==> src/rtl/wdg_multi.sv <==
// wdg_multi: multi-channel two-stage watchdog behind a pipelined Wishbone slave
module wdg_multi #(
    parameter int          NUM_CH            = 4,
    parameter int          CNT_WIDTH         = 10,
    parameter int          REG_ADDRESS_WIDTH = 6,
    parameter int          WB_DATA_WIDTH     = 32,
    parameter logic [31:0] KICK_KEY          = 32'h0000_005A
) (
    input  logic                         clk,
    input  logic                         res,
    input  logic                         wdg_tick,
    input  logic                         i_wb_cyc,
    input  logic                         i_wb_stb,
    input  logic                         i_wb_we,
    input  logic [REG_ADDRESS_WIDTH-1:0] i_wb_adr,
    input  logic [WB_DATA_WIDTH-1:0]     i_wb_dat,
    input  logic [3:0]                   i_wb_sel,
    output logic                         o_wb_stall,
    output logic                         o_wb_ack,
    output logic [WB_DATA_WIDTH-1:0]     o_wb_dat,
    output logic [NUM_CH-1:0]            o_wdg_irq,
    output logic [NUM_CH-1:0]            o_wdg_rst
);
    localparam int CHW = REG_ADDRESS_WIDTH - 3;

    logic                     accept;
    logic [CHW-1:0]           ch_idx;
    logic [WB_DATA_WIDTH-1:0] wmask;
    logic [WB_DATA_WIDTH-1:0] rd;
    logic [WB_DATA_WIDTH-1:0] csr_w [NUM_CH];
    logic [WB_DATA_WIDTH-1:0] cnt_w [NUM_CH];
    logic                     unused_ok;

    // The ack cycle doubles as the stall cycle, so only one request is ever in flight.
    assign accept     = i_wb_cyc & i_wb_stb & ~o_wb_ack;
    assign o_wb_stall = o_wb_ack;
    assign ch_idx     = i_wb_adr[REG_ADDRESS_WIDTH-1:3];
    assign wmask      = {{8{i_wb_sel[3]}}, {8{i_wb_sel[2]}}, {8{i_wb_sel[1]}}, {8{i_wb_sel[0]}}};
    assign unused_ok  = ^{i_wb_adr[1:0], wmask[3:1], wmask[WB_DATA_WIDTH-1:4+CNT_WIDTH]};

    // Read mux: addresses past the last channel fall through to zero.
    always_comb begin
        rd = '0;
        for (int c = 0; c < NUM_CH; c++)
            rd = (ch_idx == CHW'(c)) ? (i_wb_adr[2] ? cnt_w[c] : csr_w[c]) : rd;
    end

    // Bus response: ack and data one cycle after acceptance, data zero otherwise.
    always_ff @(posedge clk) begin
        if (res) begin
            o_wb_ack <= 1'b0;
            o_wb_dat <= '0;
        end else begin
            o_wb_ack <= accept;
            o_wb_dat <= (accept & ~i_wb_we) ? rd : '0;
        end
    end

    for (genvar c = 0; c < NUM_CH; c++) begin : g_ch
        logic                 en_q, stage_q, rst_q;
        logic [CNT_WIDTH-1:0] wto_q, cnt_q, new_wto;
        logic                 hit, wr_csr, kick;

        assign hit     = accept & i_wb_we & (ch_idx == CHW'(c));
        assign wr_csr  = hit & ~i_wb_adr[2];
        assign kick    = hit & i_wb_adr[2] & en_q & (i_wb_sel == 4'hF) & (i_wb_dat == KICK_KEY);
        assign new_wto = (i_wb_dat[4+:CNT_WIDTH] & wmask[4+:CNT_WIDTH]) | (wto_q & ~wmask[4+:CNT_WIDTH]);
        assign csr_w[c] = {{(WB_DATA_WIDTH-4-CNT_WIDTH){1'b0}}, wto_q, 2'b00, stage_q, en_q};
        assign cnt_w[c] = {stage_q, {(WB_DATA_WIDTH-1-CNT_WIDTH){1'b0}}, cnt_q};
        assign o_wdg_irq[c] = stage_q;
        assign o_wdg_rst[c] = rst_q;

        // Channel state: bus write or kick reloads and wins over a tick in the same cycle.
        always_ff @(posedge clk) begin
            if (res) begin
                en_q    <= 1'b0;
                stage_q <= 1'b0;
                rst_q   <= 1'b0;
                wto_q   <= '0;
                cnt_q   <= '0;
            end else if (wr_csr) begin
                en_q    <= wmask[0] ? i_wb_dat[0] : en_q;
                wto_q   <= new_wto;
                cnt_q   <= new_wto;
                stage_q <= 1'b0;
            end else if (kick) begin
                cnt_q   <= wto_q;
                stage_q <= 1'b0;
            end else if (en_q & wdg_tick) begin
                if (cnt_q != '0)
                    cnt_q <= cnt_q - CNT_WIDTH'(1);
                else if (!stage_q) begin
                    stage_q <= 1'b1;
                    cnt_q   <= wto_q;
                end else
                    rst_q <= 1'b1;
            end
        end
    end
endmodule

==> config.mk <==
export PLATFORM = sky130hd
export DESIGN_NAME = wdg_multi
export DESIGN_NICKNAME = d
export VERILOG_FILES = /design/src/rtl/wdg_multi.sv
export SDC_FILE = /design/constraint.sdc
export NUM_CORES = 1
export LEC_CHECK = 0
export BUFFER_PORTS_ARGS = -buffer_cell sky130_fd_sc_hd__buf_2
export CAP_MARGIN = 15
export CORE_MARGIN = 4
export CORE_UTILIZATION = 40
export CTS_BUF_LIST = sky130_fd_sc_hd__clkbuf_8
export DETAILED_ROUTE_END_ITERATION = 6
export GPL_TIMING_DRIVEN = 0
export PLACE_DENSITY_LB_ADDON = 0.25
export SETUP_SLACK_MARGIN = 0.2
export SYNTH_ARGS = -nofsm -noshare
export SYNTH_HDL_FRONTEND = slang
export SYNTH_SLANG_ARGS = --single-unit
==> constraint.sdc <==
create_clock -name clk -period 4.5 [get_ports clk]
set_input_delay 0.675 -clock clk [delete_from_list [all_inputs] [get_ports clk]]
set_output_delay 0.675 -clock clk [all_outputs]
set_load 0.005 [all_outputs]
==> run_results.csv <==
group,metric,value,unit
route,highest_layer,"met4",
worst_hold_path,min_from,"g_ch[2].rst_q$_SDFFE_PP0P_",
worst_hold_path,holdPathStages,2,
worst_setup_path,path_class,"in2reg",
synth,ys_ff_latch,108,
sta,fin_crit,2.947,ns
clock_network,htreeDepth,3,
power,leakagePower,2.961,nW
clock_network,clock-sinks,108,
global_routing,first_global_vias,6207,
die,io_pins,90,
worst_setup_path,reg2reg_slack,1.76,ns
worst_setup_path,reg2reg_depth,7,
worst_setup_path,arrival,3.26,ns
die,coreArea,0.01600,sq mm
place,gp_congestion,0.9812,
route,drc,0,
route,vias,6820,
global_routing,overflow,0,
cells_and_area,drive_gt1_share,14.51,%
place,placed_cells,1137,
synth,synth_edf_count,0,
route,routed_wire_length_per_instance,21.08,um
place,place_area,0.007198,sq mm
worst_setup_path,required,4.81,ns
worst_hold_path,whs_endpoint,"g_ch[2].rst_q$_SDFFE_PP0P_",
synth,postSynthCellCount,844,
worst_setup_path,r2r-end,"g_ch[1].cnt_q[4]$_SDFFE_PP0P_",
sta,final_hold_viol_count,0,
sta,max_freq,0.3394,GHz
route,wl_met1,10.65,mm
outcome,outcome,"finished clean",
route,route.met2.wl,10.53,mm
cells_and_area,regArea,0.002162,sq mm
sta,tightest_slew,0.8726,ns
clock_network,cts_inserted_buffers,9,
sta,hold_ws,0.4774,ns
worst_setup_path,endpoint_kind,"flip-flop",
sta,slew_headroom,41.43,%
synth,synth.largest_area_cell,"dfxtp_1",
sta,fin_tns_setup,0,ns
synth,synth_common_cells,"114 x nand2_1, 108 x dfxtp_1, 95 x nor2_1, 74 x a21oi_1, 42 x mux2i_1",
clock_network,ctsResizeCount,0,
synth,syn_area,0.006563,sq mm
die,dieArea,0.01852,sq mm
route,wl_met3,2.087,mm
cells_and_area,area_growth,12.16,%
cells_and_area,fillerInstances,1692,
clock_network,cts_tree,"yes",
die,die_x,136.1,um
route,ant_nets,0,
flow_run,maxCapViolations,0,
clock_network,cts_root_buf,"clkbuf_8",
sta,rsz0062_at_grt,"false",
power,power,1.709,mW
route,drt-initial-drc-count,860,
sta,final_max_slew_viol_count,0,
sta,fin_skew,0.009342,ns
synth,synth.top_cell.area_share,32.95,%
worst_setup_path,rr_startpoint,"o_wb_ack$_SDFF_PP0_",
place,hpwl,18.31,mm
die,die_h,136.1,um
sta,setup_violations,0,
synth,syn_area_per_cell,7.776,sq um
clock_network,clkTransAtPathRegs,0.10,ns
route,viasPerCell,5.915,
global_routing,grt_max_degree,16,
cells_and_area,multi_input_area,0.003996,sq mm
worst_setup_path,critPathLaunchType,"primary input",
global_routing,grtUsageTotal,25.93,%
route,wl,24.31,mm
clock_network,clk_latency,0.40,ns
sta,min_period_over_period,65.48,%
synth,synth.most_common_cell,"nand2_1",
cells_and_area,fin_area,0.007361,sq mm
synth,ys_dominant_reg_cell,"dfxtp_1",
synth,synth.distinct_cells,78,
synth,yosys-top-cells-area,"dfxtp_1 33%, nand2_1 6.5%, mux2i_1 6.4%, a21oi_1 5.6%, nor2_1 5.4%",
worst_hold_path,min_path_type,"reg2reg",
clock_network,post_cts_buffers,0,
die,row_count,46,
clock_network,cts_buffer_depth,2,
die,initial_core_util,41.02,%
cells_and_area,nets,984,
global_routing,antenna_found_initial,0,
synth,synth_warnings,0,
route,drt_pass1_iterations,6,
cells_and_area,final_cells,1153,
place,port_buffers,61,
synth,yosysSeqAreaShare,32.95,%
power,vdd_drop_max,128.9,uV
worst_setup_path,crit_fanout,8,
clock_network,cts_hold_buf,0,
synth,ys_async_sr_fraction,0,%
power,power_density,232.2,mW/mm^2
cells_and_area,n_antenna_cell,0,
global_routing,grt_pass1_wl,36.29,mm
worst max-delay path by stage:
stage / startpoint / endpoint / slack (ns) / depth (start not counted)
CTS: i_wb_dat[7] / g_ch[1].cnt_q[4]$_SDFFE_PP0P_ / 1.60 / 7
global placement: i_wb_dat[7] / g_ch[1].cnt_q[4]$_SDFFE_PP0P_ / 1.15 / 7
floorplan: i_wb_sel[1] / g_ch[2].cnt_q[1]$_SDFFE_PP0P_ / 1.70 / 8
global route: i_wb_dat[13] / g_ch[1].cnt_q[4]$_SDFFE_PP0P_ / 1.36 / 7
finish: i_wb_dat[7] / g_ch[1].cnt_q[4]$_SDFFE_PP0P_ / 1.55 / 7
detailed placement: i_wb_dat[7] / g_ch[1].cnt_q[4]$_SDFFE_PP0P_ / 1.18 / 7
layout make-up:
type	count	share of cell area, %
timing repair buffer	61	4.148
clock buffer	10	1.870
inverter	15	0.7649
clock inverter	6	0.3400
sequential	108	29.37
buffer	77	5.541
tap	216	3.672
multi-input combinational	660	54.29
power by group:
group | internal [mW] | total (mW) | switching [mW]
sequential | 0.958 | 0.961 | 0.00330
clock | 0.208 | 0.554 | 0.346
combinational | 0.0647 | 0.194 | 0.129
total | 1.23 | 1.71 | 0.479
per-stage QoR:
step / worst slack, ns / utilization, %
global placement: 1.151 / 44.99
floorplan: 1.702 / -
finish: 1.553 / 46.00
global route: 1.357 / 46.00
CTS: 1.602 / 46.00
detailed placement: 1.182 / 44.99
logic make-up (layout without fill, tap and decap cells):
group | count (synthesis) | count (layout) | synth area share, %
fa+ha+maj | 4 | 4 | 0.7627
compound gates | 206 | 206 | 20.29
xor+xnor | 17 | 17 | 2.269
other cells | 1 | 17 | 0.05714
mux | 53 | 53 | 8.465
flops | 108 | 108 | 32.95
buf+inv | 92 | 169 | 7.073
simple gates | 363 | 363 | 28.14
worst max-delay path, stage by stage:
cell      delay [ns]
clkbuf_1        0.53
nor4b_1         0.14
and4_1          0.28
and4_1          0.26
nor3_1          0.70
mux2_2          0.41
a311oi_1        0.26
per-layer routing:
| layer | vias to the layer above | GRT usage (%) |
|---|---|---|
| li1 | 3225 | - |
| met1 | 3185 | 35.60 |
| met2 | 355 | 39.21 |
| met3 | 55 | 4.589 |
| met4 | 0 | 12.71 |
| met5 | - | 0 |
placed cells by master (no fill, tap or decap), types with 8 or more instances in the layout:
cell / synthesis / final
nand3_1: 21 / 21
mux2i_1: 42 / 42
buf_2: 9 / 70
clkbuf_8: 0 / 10
conb_1: 1 / 17
inv_1: 15 / 19
mux2_2: 10 / 10
dfxtp_1: 108 / 108
or3_1: 8 / 8
a21oi_1: 74 / 74
clkbuf_1: 36 / 36
a32o_1: 8 / 8
nor3_1: 31 / 31
o22ai_1: 10 / 10
and3_1: 8 / 8
nor4_1: 17 / 17
xnor2_1: 8 / 8
xor2_1: 9 / 9
buf_4: 26 / 26
nand4_1: 9 / 9
a311oi_1: 9 / 9
nand2_1: 114 / 114
a31oi_1: 18 / 18
nor2_1: 95 / 95
o21ai_0: 30 / 30
and2_1: 9 / 9
state kept, by name, summed over array words and instances (netlist names):
register	cells
o_wb_dat	15
g_ch.en_q	4
g_ch.stage_q	4
g_ch.cnt_q	40
g_ch.wto_q	40
g_ch.rst_q	4
o_wb_ack	1
Power figures use the tool's default switching activity.
